**src/rtl/ram_pkg.sv**
```systemverilog
// Shared RAM geometry, address-width helper and burst reader state encoding.
package ram_pkg;

   // Bits needed to represent value; never less than one.
   function automatic int unsigned clogb2(input int unsigned value);
      int unsigned v;
      int unsigned w;
      v = value;
      w = 0;
      while (v > 0) begin
         w++;
         v = v >> 1;
      end
      return (w == 0) ? 1 : w;
   endfunction

   localparam int unsigned DATA_WIDTH = 8;
   localparam int unsigned DEPTH      = 8;
   localparam int unsigned ADDR_WIDTH = clogb2(DEPTH - 1);

   typedef enum logic [1:0] {
      IDLE,
      RUN,
      DRAIN
   } state_e;

endpackage

```
**src/rtl/ram_addr_wrap_counter.sv**
```systemverilog
// Loadable address pointer that wraps from DEPTH-1 back to zero.
module ram_addr_wrap_counter #(
   parameter int unsigned DEPTH      = 8,
   parameter int unsigned ADDR_WIDTH = 3
) (
   input  logic                  clk_i,
   input  logic                  rst_i,
   input  logic                  load_i,
   input  logic [ADDR_WIDTH-1:0] load_val_i,
   input  logic                  inc_i,
   output logic [ADDR_WIDTH-1:0] count_o
);

   localparam logic [ADDR_WIDTH-1:0] LAST_ADDR = ADDR_WIDTH'(DEPTH - 1);

   always_ff @(posedge clk_i) begin
      if (rst_i) begin
         count_o <= '0;
      end else if (load_i) begin
         count_o <= load_val_i;
      end else if (inc_i) begin
         count_o <= (count_o == LAST_ADDR) ? '0 : count_o + 1'b1;
      end
   end

endmodule

```
**src/rtl/ram_burst_reader.sv**
```systemverilog
// Walks a wrapping RAM address range and streams one word per cycle with
// valid/ready handshake and a last-beat marker.
module ram_burst_reader #(
   parameter int unsigned DATA_WIDTH = ram_pkg::DATA_WIDTH,
   parameter int unsigned DEPTH      = ram_pkg::DEPTH,
   parameter int unsigned ADDR_WIDTH = ram_pkg::clogb2(DEPTH - 1)
) (
   input  logic                  clk_i,
   input  logic                  rst_i,
   input  logic                  start_i,
   input  logic [ADDR_WIDTH-1:0] start_addr_i,
   input  logic [ADDR_WIDTH:0]   length_i,
   output logic                  busy_o,
   output logic                  done_o,
   output logic                  err_o,
   output logic [ADDR_WIDTH-1:0] ram_addr_o,
   input  logic [DATA_WIDTH-1:0] ram_rd_data_i,
   output logic [DATA_WIDTH-1:0] m_data_o,
   output logic                  m_valid_o,
   output logic                  m_last_o,
   input  logic                  m_ready_i
);

   import ram_pkg::*;

   localparam logic [ADDR_WIDTH:0] DEPTH_LEN = (ADDR_WIDTH + 1)'(DEPTH);
   localparam logic [ADDR_WIDTH:0] ONE_LEN   = (ADDR_WIDTH + 1)'(1);

   state_e              state_q, state_d;
   logic [ADDR_WIDTH:0] remaining_q;
   logic [ADDR_WIDTH:0] length_clamped;
   logic                load, fetch, drain_pop, done_d, err_d;

   assign length_clamped = (length_i > DEPTH_LEN) ? DEPTH_LEN : length_i;
   assign busy_o         = (state_q != IDLE);

   ram_addr_wrap_counter #(
      .DEPTH      (DEPTH),
      .ADDR_WIDTH (ADDR_WIDTH)
   ) u_ptr (
      .clk_i      (clk_i),
      .rst_i      (rst_i),
      .load_i     (load),
      .load_val_i (start_addr_i),
      .inc_i      (fetch),
      .count_o    (ram_addr_o)
   );

   always_ff @(posedge clk_i) begin
      if (rst_i) state_q <= IDLE;
      else       state_q <= state_d;
   end

   always_comb begin
      state_d   = state_q;
      load      = 1'b0;
      fetch     = 1'b0;
      drain_pop = 1'b0;
      done_d    = 1'b0;
      err_d     = 1'b0;
      unique case (state_q)
         IDLE: begin
            if (start_i) begin
               if (32'(start_addr_i) >= DEPTH) begin
                  err_d = 1'b1;
               end else if (length_i == '0) begin
                  done_d = 1'b1;
               end else begin
                  load    = 1'b1;
                  state_d = RUN;
               end
            end
         end
         RUN: begin
            // Refill whenever the output register is empty or being drained.
            fetch = !m_valid_o || m_ready_i;
            if (fetch && remaining_q == ONE_LEN) state_d = DRAIN;
         end
         DRAIN: begin
            if (m_valid_o && m_ready_i) begin
               drain_pop = 1'b1;
               done_d    = 1'b1;
               state_d   = IDLE;
            end
         end
         default: state_d = IDLE;
      endcase
   end

   always_ff @(posedge clk_i) begin
      if (rst_i) begin
         remaining_q <= '0;
         m_data_o    <= '0;
         m_valid_o   <= 1'b0;
         m_last_o    <= 1'b0;
         done_o      <= 1'b0;
         err_o       <= 1'b0;
      end else begin
         done_o <= done_d;
         err_o  <= err_d;
         if (load) remaining_q <= length_clamped;
         if (fetch) begin
            m_data_o    <= ram_rd_data_i;
            m_valid_o   <= 1'b1;
            m_last_o    <= (remaining_q == ONE_LEN);
            remaining_q <= remaining_q - 1'b1;
         end else if (drain_pop) begin
            m_valid_o <= 1'b0;
            m_last_o  <= 1'b0;
         end
      end
   end

endmodule

```
**config.mk**
```make
export PLATFORM = sky130hd
export DESIGN_NAME = ram_burst_reader
export DESIGN_NICKNAME = d
export VERILOG_FILES = /design/src/rtl/ram_pkg.sv /design/src/rtl/ram_addr_wrap_counter.sv /design/src/rtl/ram_burst_reader.sv
export SDC_FILE = /design/constraint.sdc
export NUM_CORES = 1
export LEC_CHECK = 0
export CAP_MARGIN = 20
export CELL_PAD_IN_SITES_DETAIL_PLACEMENT = 1
export CELL_PAD_IN_SITES_GLOBAL_PLACEMENT = 1
export CORE_UTILIZATION = 35
export CTS_BUF_LIST = sky130_fd_sc_hd__clkbuf_4 sky130_fd_sc_hd__clkbuf_8
export DETAILED_ROUTE_END_ITERATION = 16
export HOLD_SLACK_MARGIN = 0.1
export PLACE_DENSITY_LB_ADDON = 0.12
export SLEW_MARGIN = 20
export SYNTH_ARGS = -nofsm -noshare
export SYNTH_HDL_FRONTEND = slang
export SYNTH_SLANG_ARGS = --single-unit
```
**constraint.sdc**
```tcl
create_clock -name clk_i -period 2.34 [get_ports clk_i]
set_clock_uncertainty 0.15 [all_clocks]
set_input_delay 0.702 -clock clk_i [delete_from_list [all_inputs] [get_ports clk_i]]
set_output_delay 0.702 -clock clk_i [all_outputs]
set_load 0.02 [all_outputs]
```
==> flow_metrics.py, run 1 <==
metrics = {
    "sta": {
        "fmax_mhz": 446,
        "slew_violations": 0,
        "setup_viol": 0,
        "post-route-min-period_ns": 2.24,
        "grt_setup_unrepaired": "false",
        "finalHoldViolCount": 0,
        "fin_hold_ws_ns": 0.314,
        "fin_crit_sh_pct": 95.7,
    },
    "floorplanning": {
        "io_pins": 35,
        "die_h_um": 54.8,
        "rows": 18,
        "core_um2": 2570,
        "die_area_um2": 3010,
        "initial_core_util_pct": 38.1,
        "die_width_um": 54.8,
    },
    "setup_path": {
        "cp.arrival_ns": 1.39,
        "crit_end": "m_valid_o",
        "crit_type": "flip-flop to output port",
        "critPathLaunchType": "flip-flop",
        "crit_buf_inv": 1,
        "endpoint_kind": "output port",
        "slowest_delay_ns": 0.64,
        "cp.required_ns": 1.49,
        "worstReg2RegStart": "state_q[0]",
        "critPathLaunch": "m_valid_o",
        "crit_slowest_cell": "clkdlybuf4s50_1",
        "critical-path-top-delay-family": "buffers and inverters",
        "path_depth": 1,
        "reg2reg_slack_ns": 0.69,
        "crit_fanout": 6,
        "r2r_end": "remaining_q[0]",
        "path_cells": "clkdlybuf4s50_1",
        "reg2reg_depth": 5,
    },
    "route": {
        "num_vias": 983,
        "initialDrtViolationCount": 6,
        "final_antenna_net_count": 0,
        "drc": 0,
        "dr.pass1.iters": 3,
        "wirelength_mm": 2.72,
        "vias_per_cell": 5.17,
        "wire_per_inst_um": 14.3,
    },
    "layout": {
        "diodes": 0,
        "final_cell_mix": "clkdlybuf4s50_1 (32), nand2_1 (22), dfxtp_1 (20)",
        "utilization_pct": 56.6,
        "drive_above_1_share_pct": 13.8,
        "fillerInstances": 329,
        "area_delta_synth_final_pct": 48.8,
        "fin_nets": 184,
        "final_area_um2": 1450,
        "layout_commonest_cell": "clkdlybuf4s50_1",
    },
    "synthesis": {
        "yosysUniqueCellTypes": 36,
        "synthCells": 118,
        "synth_seq_cells": 20,
        "synth_area_um2": 977,
        "yosys_warnings": 0,
        "syn-num-nets": 141,
        "synth_area_leaders": "dfxtp_1 (41%), nand2_1 (8.5%), a21oi_1 (7.2%)",
        "avgSynthCellArea_um2": 8.28,
        "yosysTopAreaCell": "dfxtp_1",
        "ys_seq_area_share_pct": 41.0,
        "yosysTopAreaCellShare_pct": 41.0,
    },
    "run_status": {
        "status": "complete, no violations",
    },
    "global_route": {
        "antenna_found_initial": 0,
        "busiest_layer": "met2",
        "gr-usage-met2_pct": 34.1,
        "overflow": 0,
        "grt_max_degree": 20,
        "grt_pass1_wl_mm": 4.11,
        "met3_usage_pct": 2.78,
        "use_met1_pct": 23.3,
        "grt_usage_pct": 19.1,
        "grt_pass1_vias": 940,
    },
    "power": {
        "power_frac_comb_pct": 29.1,
        "pwr-share-clk_pct": 29.8,
        "seq_power_share_pct": 41.0,
        "leakage_uw": 0.000566,
        "ir_worst_vdd_mv": 0.387,
        "p_int_uw": 690,
        "p_sw_uw": 285,
        "netSwitchingFraction_pct": 29.2,
        "p_per_area_nw_per_um2": 671,
    },
    "cts": {
        "clock_latency_ns": 0.30,
        "cts_root_buf": "clkbuf_4",
        "clock-sinks": 20,
        "cts_made_buffers": 3,
        "htree_levels": 1,
        "post_cts_buffers": 0,
        "clkTransAtPathRegs_ns": 0.13,
        "cts_tree": "built",
        "clockBufferDepth": 2,
    },
    "placement": {
        "dp_hpwl_mm": 2.08,
        "place_area_um2": 1400,
        "gp_congestion": 0.775,
        "portBuffers": 33,
    },
    "worst_hold_path": {
        "hold_path_class": "flip-flop to flip-flop",
        "hold_start": "m_data_o[7]",
    },
    "job": {
        "maxCapViolations": 0,
    },
}
-- flip-flops by register name (all words and copies together), names as in the netlist --
name           flops
done_o             1
m_data_o           8
state_q            2
m_last_o           1
remaining_q        4
u_ptr.count_o      3
m_valid_o          1
-- worst min path at each step --
stage | slack (ns) | endpoint | depth (start not counted)
floorplan | 0.35 | remaining_q[2] | 2
global placement | 0.29 | m_data_o[2] | 2
detailed placement | 0.30 | m_data_o[7] | 2
CTS | 0.32 | m_data_o[7] | 2
global route | 0.34 | m_data_o[7] | 2
finish | 0.31 | m_data_o[7] | 2
-- metal layers --
metal / share of wire, % / up-vias / wire length [um]
li1: - / 492 / -
met1: 45 / 473 / 1220
met2: 51 / 18 / 1390
met3: 4.0 / 0 / 110
met4: 0 / 0 / 0
met5: 0 / - / 0
-- per-stage QoR --
stage	setup slack (ns)	setup TNS, ns	total power (uW)	std cells
finish	0.0995	0	975	190
global route	0.0549	0	1030	190
CTS	0.0120	0	990	190
detailed placement	-0.0494	-0.175	693	186
global placement	0.0188	0	681	186
floorplan	0.486	0	562	118
-- power groups by stage --
stage          logic [uW]  clock network, uW  registers [uW]
2_1_floorplan         136                  0             425
3_3_place_gp          276                  0             404
3_5_place_dp          285                  0             408
4_1_cts               289                300             400
5_1_grt               312                309             404
6_report              284                291             400
-- cells by family (layout without fill, tap and decap cells) --
| kind of cell | after synthesis | in the layout | share of synthesized area, % |
|---|---|---|---|
| xor gates and xnor gates | 1 | 1 | 0.896 |
| adders and majority gates | 4 | 4 | 5.12 |
| and+or+nand+nor | 54 | 54 | 28.7 |
| DFF | 20 | 20 | 41.0 |
| other | 1 | 1 | 0.384 |
| buffers and inverters | 11 | 53 | 5.63 |
| AOI/OAI and AO/OA | 27 | 27 | 18.3 |
-- layout make-up --
class                           count  area (um^2)  area share [%]
Multi-Input combinational cell     87          522            35.9
Clock inverter                      1         30.0            2.07
Sequential cell                    20          400            27.5
Tap cell                           30         37.5            2.58
Inverter                            3         11.3           0.775
Timing Repair Buffer               46          430            29.6
Clock buffer                        3         22.5            1.55
-- worst reg2reg max path: cells and delay by family, from the launching register on --
family / cells / cell delay, ns
buffers and inverters: 1 / 0.16
AO/OA/AOI/OAI: 2 / 0.40
flip-flops: 1 / 0.33
AND/OR/NAND/NOR: 2 / 0.52
-- cells in the mapped netlist, drive strengths merged --
library cell,count
a2bb2oi,1
o211ai,1
a22oi,3
nand3,5
a2111oi,1
or3,1
nand2,22
inv,3
nand2b,3
nor2b,3
o22a,1
clkbuf,2
and2,1
buf,6
or2b,1
a31oi,1
nor2,5
ha,4
dfxtp,20
a211oi,3
nand3b,1
o32ai,1
or2,2
or3b,1
nor4,1
xnor2,1
a21oi,14
nor3b,2
conb,1
nor3,6
a221oi,1
-- timing repair --
action,in CTS,in global routing
hold buffers,0,0
hold endpoints to repair,0,0
gates resized for setup,0,1
endpoints found under the setup margin,0,1
No activity file was read; power rests on OpenSTA's default activity.
==> run 2, diff against run 1 <==
- CORE_ASPECT_RATIO: default -> 1.75
- SKIP_CTS_REPAIR_TIMING: default -> 1
==> run 2 against run 1 <==
Net effect: cell count is 1.6% lower; global-route usage is 0.23 points higher; sequential power hardly changed; via count is 0.31% lower; count of clock-buffer cells in the layout stayed put; register-to-register slack worse by 0.04 ns; sequential share of layout area is 0.19 points higher; core utilization is 3.0 points lower; worst hold slack worse by 0.0051 ns; power is 6.0% lower.
==> flow_metrics.py, run 2 (same netlist as run 1, synthesis figures left out) <==
metrics = {
    "run_status": {
        "status": "complete, no violations",
    },
    "global_route": {
        "antenna_found_initial": 0,
        "grt_pass1_vias": 1005,
        "grt_max_degree": 12,
        "overflow": 0,
        "grt_pass1_wl_mm": 4.49,
        "grt_usage_pct": 19.3,
    },
    "sta": {
        "fin_ws_ns": 0.0884,
        "setup_viol": 0,
        "post-route-min-period_ns": 2.25,
        "grt_setup_unrepaired": "false",
        "slew_violations": 0,
        "finalHoldViolCount": 0,
        "fin_setup_tns_ns": 0,
        "fmax_mhz": 444,
        "fin_crit_sh_pct": 96.2,
    },
    "placement": {
        "place_area_um2": 1400,
        "dp_hpwl_mm": 2.20,
        "portBuffers": 33,
        "pre_cts_slack_ns": -0.0589,
        "dp.cells": 184,
        "gp_congestion": 0.845,
    },
    "setup_path": {
        "crit_fanout": 2,
        "endpoint_kind": "output port",
        "path_cells": "or2_2, clkdlybuf4s50_1",
        "cp.arrival_ns": 1.40,
        "critPathLaunchType": "flip-flop",
        "crit_buf_inv": 1,
        "critical-path-top-delay-family": "buffers and inverters",
        "cp.required_ns": 1.49,
        "crit_slowest_cell": "clkdlybuf4s50_1",
        "crit_type": "flip-flop to output port",
        "slowest_delay_ns": 0.56,
    },
    "layout": {
        "top_register": "m_data_o",
        "top_regs": "m_data_o: 8 flops, remaining_q: 4 flops, u_ptr.count_o: 3 flops",
        "fin_nets": 185,
        "diodes": 0,
        "layout_commonest_cell": "clkdlybuf4s50_1",
        "area_delta_synth_final_pct": 47.8,
        "final_area_um2": 1440,
        "largest_reg_flops": 8,
        "final_cells": 187,
        "drive_above_1_share_pct": 13.8,
        "final_cell_mix": "clkdlybuf4s50_1 (33), nand2_1 (22), dfxtp_1 (20)",
    },
    "power": {
        "design_power_total_uw": 917,
        "p_per_area_nw_per_um2": 635,
        "ir_worst_vdd_mv": 0.327,
        "leakage_uw": 0.000550,
    },
    "floorplanning": {
        "die_area_um2": 3020,
        "core_um2": 2690,
        "die_width_um": 41.9,
        "rows": 25,
        "io_pins": 35,
        "initial_core_util_pct": 36.3,
        "die_h_um": 71.9,
    },
    "cts": {
        "clockBufferDepth": 2,
        "clock_latency_ns": 0.26,
        "clkTransAtPathRegs_ns": 0.08,
        "clock-sinks": 20,
        "cts_made_buffers": 3,
        "cts_tree": "built",
        "htree_levels": 1,
        "cts_root_buf": "clkbuf_8",
    },
    "job": {
        "maxCapViolations": 0,
    },
    "route": {
        "vias_per_cell": 5.24,
        "drc": 0,
        "dr.pass1.iters": 3,
        "final_antenna_net_count": 0,
        "num_vias": 980,
        "wire_per_inst_um": 14.8,
        "initialDrtViolationCount": 15,
        "wirelength_mm": 2.76,
    },
    "worst_hold_path": {
        "hold_path_class": "flip-flop to flip-flop",
    },
}
-- run 2: changes by cell type in the layout (fill, tap and decap cells not counted) --
cell	previous run	this run
clkdlybuf4s50_1	32	33
clkbuf_4	3	0
bufinv_16	1	0
buf_4	13	14
clkbuf_8	0	3
dlymetal6s2s_1	1	0
-- run 2: area by class of cell --
type | count | area, um^2
Clock buffer | 3 | 41.3
Timing Repair Buffer | 47 | 435
Inverter | 3 | 11.3
Sequential cell | 20 | 400
Tap cell | 27 | 33.8
Multi-Input combinational cell | 87 | 522
Fill cell | 339 | 1250
-- run 2: worst reg2reg max path: cells and delay by family (launching register included) --
family                 cells  cell delay (ns)
and+or+nand+nor            2             0.50
DFF                        1             0.31
AOI/OAI and AO/OA          2             0.45
buffers and inverters      1             0.16
-- run 2: worst paths after layout --
kind,depth (start not counted),end,from,slack [ns]
max reg2reg,5,remaining_q[1],state_q[0],0.65
min,2,m_data_o[7],m_data_o[7],0.31
max,2,busy_o,state_q[0],0.09
min reg2reg,2,m_data_o[7],m_data_o[7],0.31
-- run 2: metal layers --
| layer | share of wire (%) | wire length, um | GRT usage [%] | vias to the layer above |
|---|---|---|---|---|
| met5 | 0 | 0 | 0 | - |
| met4 | 1.1 | 29 | 7.53 | 0 |
| met3 | 2.9 | 80 | 2.74 | 4 |
| met2 | 59 | 1630 | 38.7 | 19 |
| met1 | 37 | 1020 | 19.0 | 462 |
| li1 | - | - | - | 495 |
-- run 2: report_power, final --
| part | total, uW | switching (uW) | internal, uW | leakage, uW |
|---|---|---|---|---|
| sequential | 400 | 27.7 | 373 | 0.000164 |
| clock | 228 | 113 | 115 | 0.0000216 |
| combinational | 289 | 141 | 148 | 0.000365 |
| total | 917 | 282 | 635 | 0.000550 |
-- run 2: through the flow --
stage	utilization, %	hold WS [ns]
floorplan	-	0.350
detailed placement	52.1	0.305
finish	53.7	0.309
global placement	52.1	0.291
global route	53.7	0.339
CTS	53.7	0.317
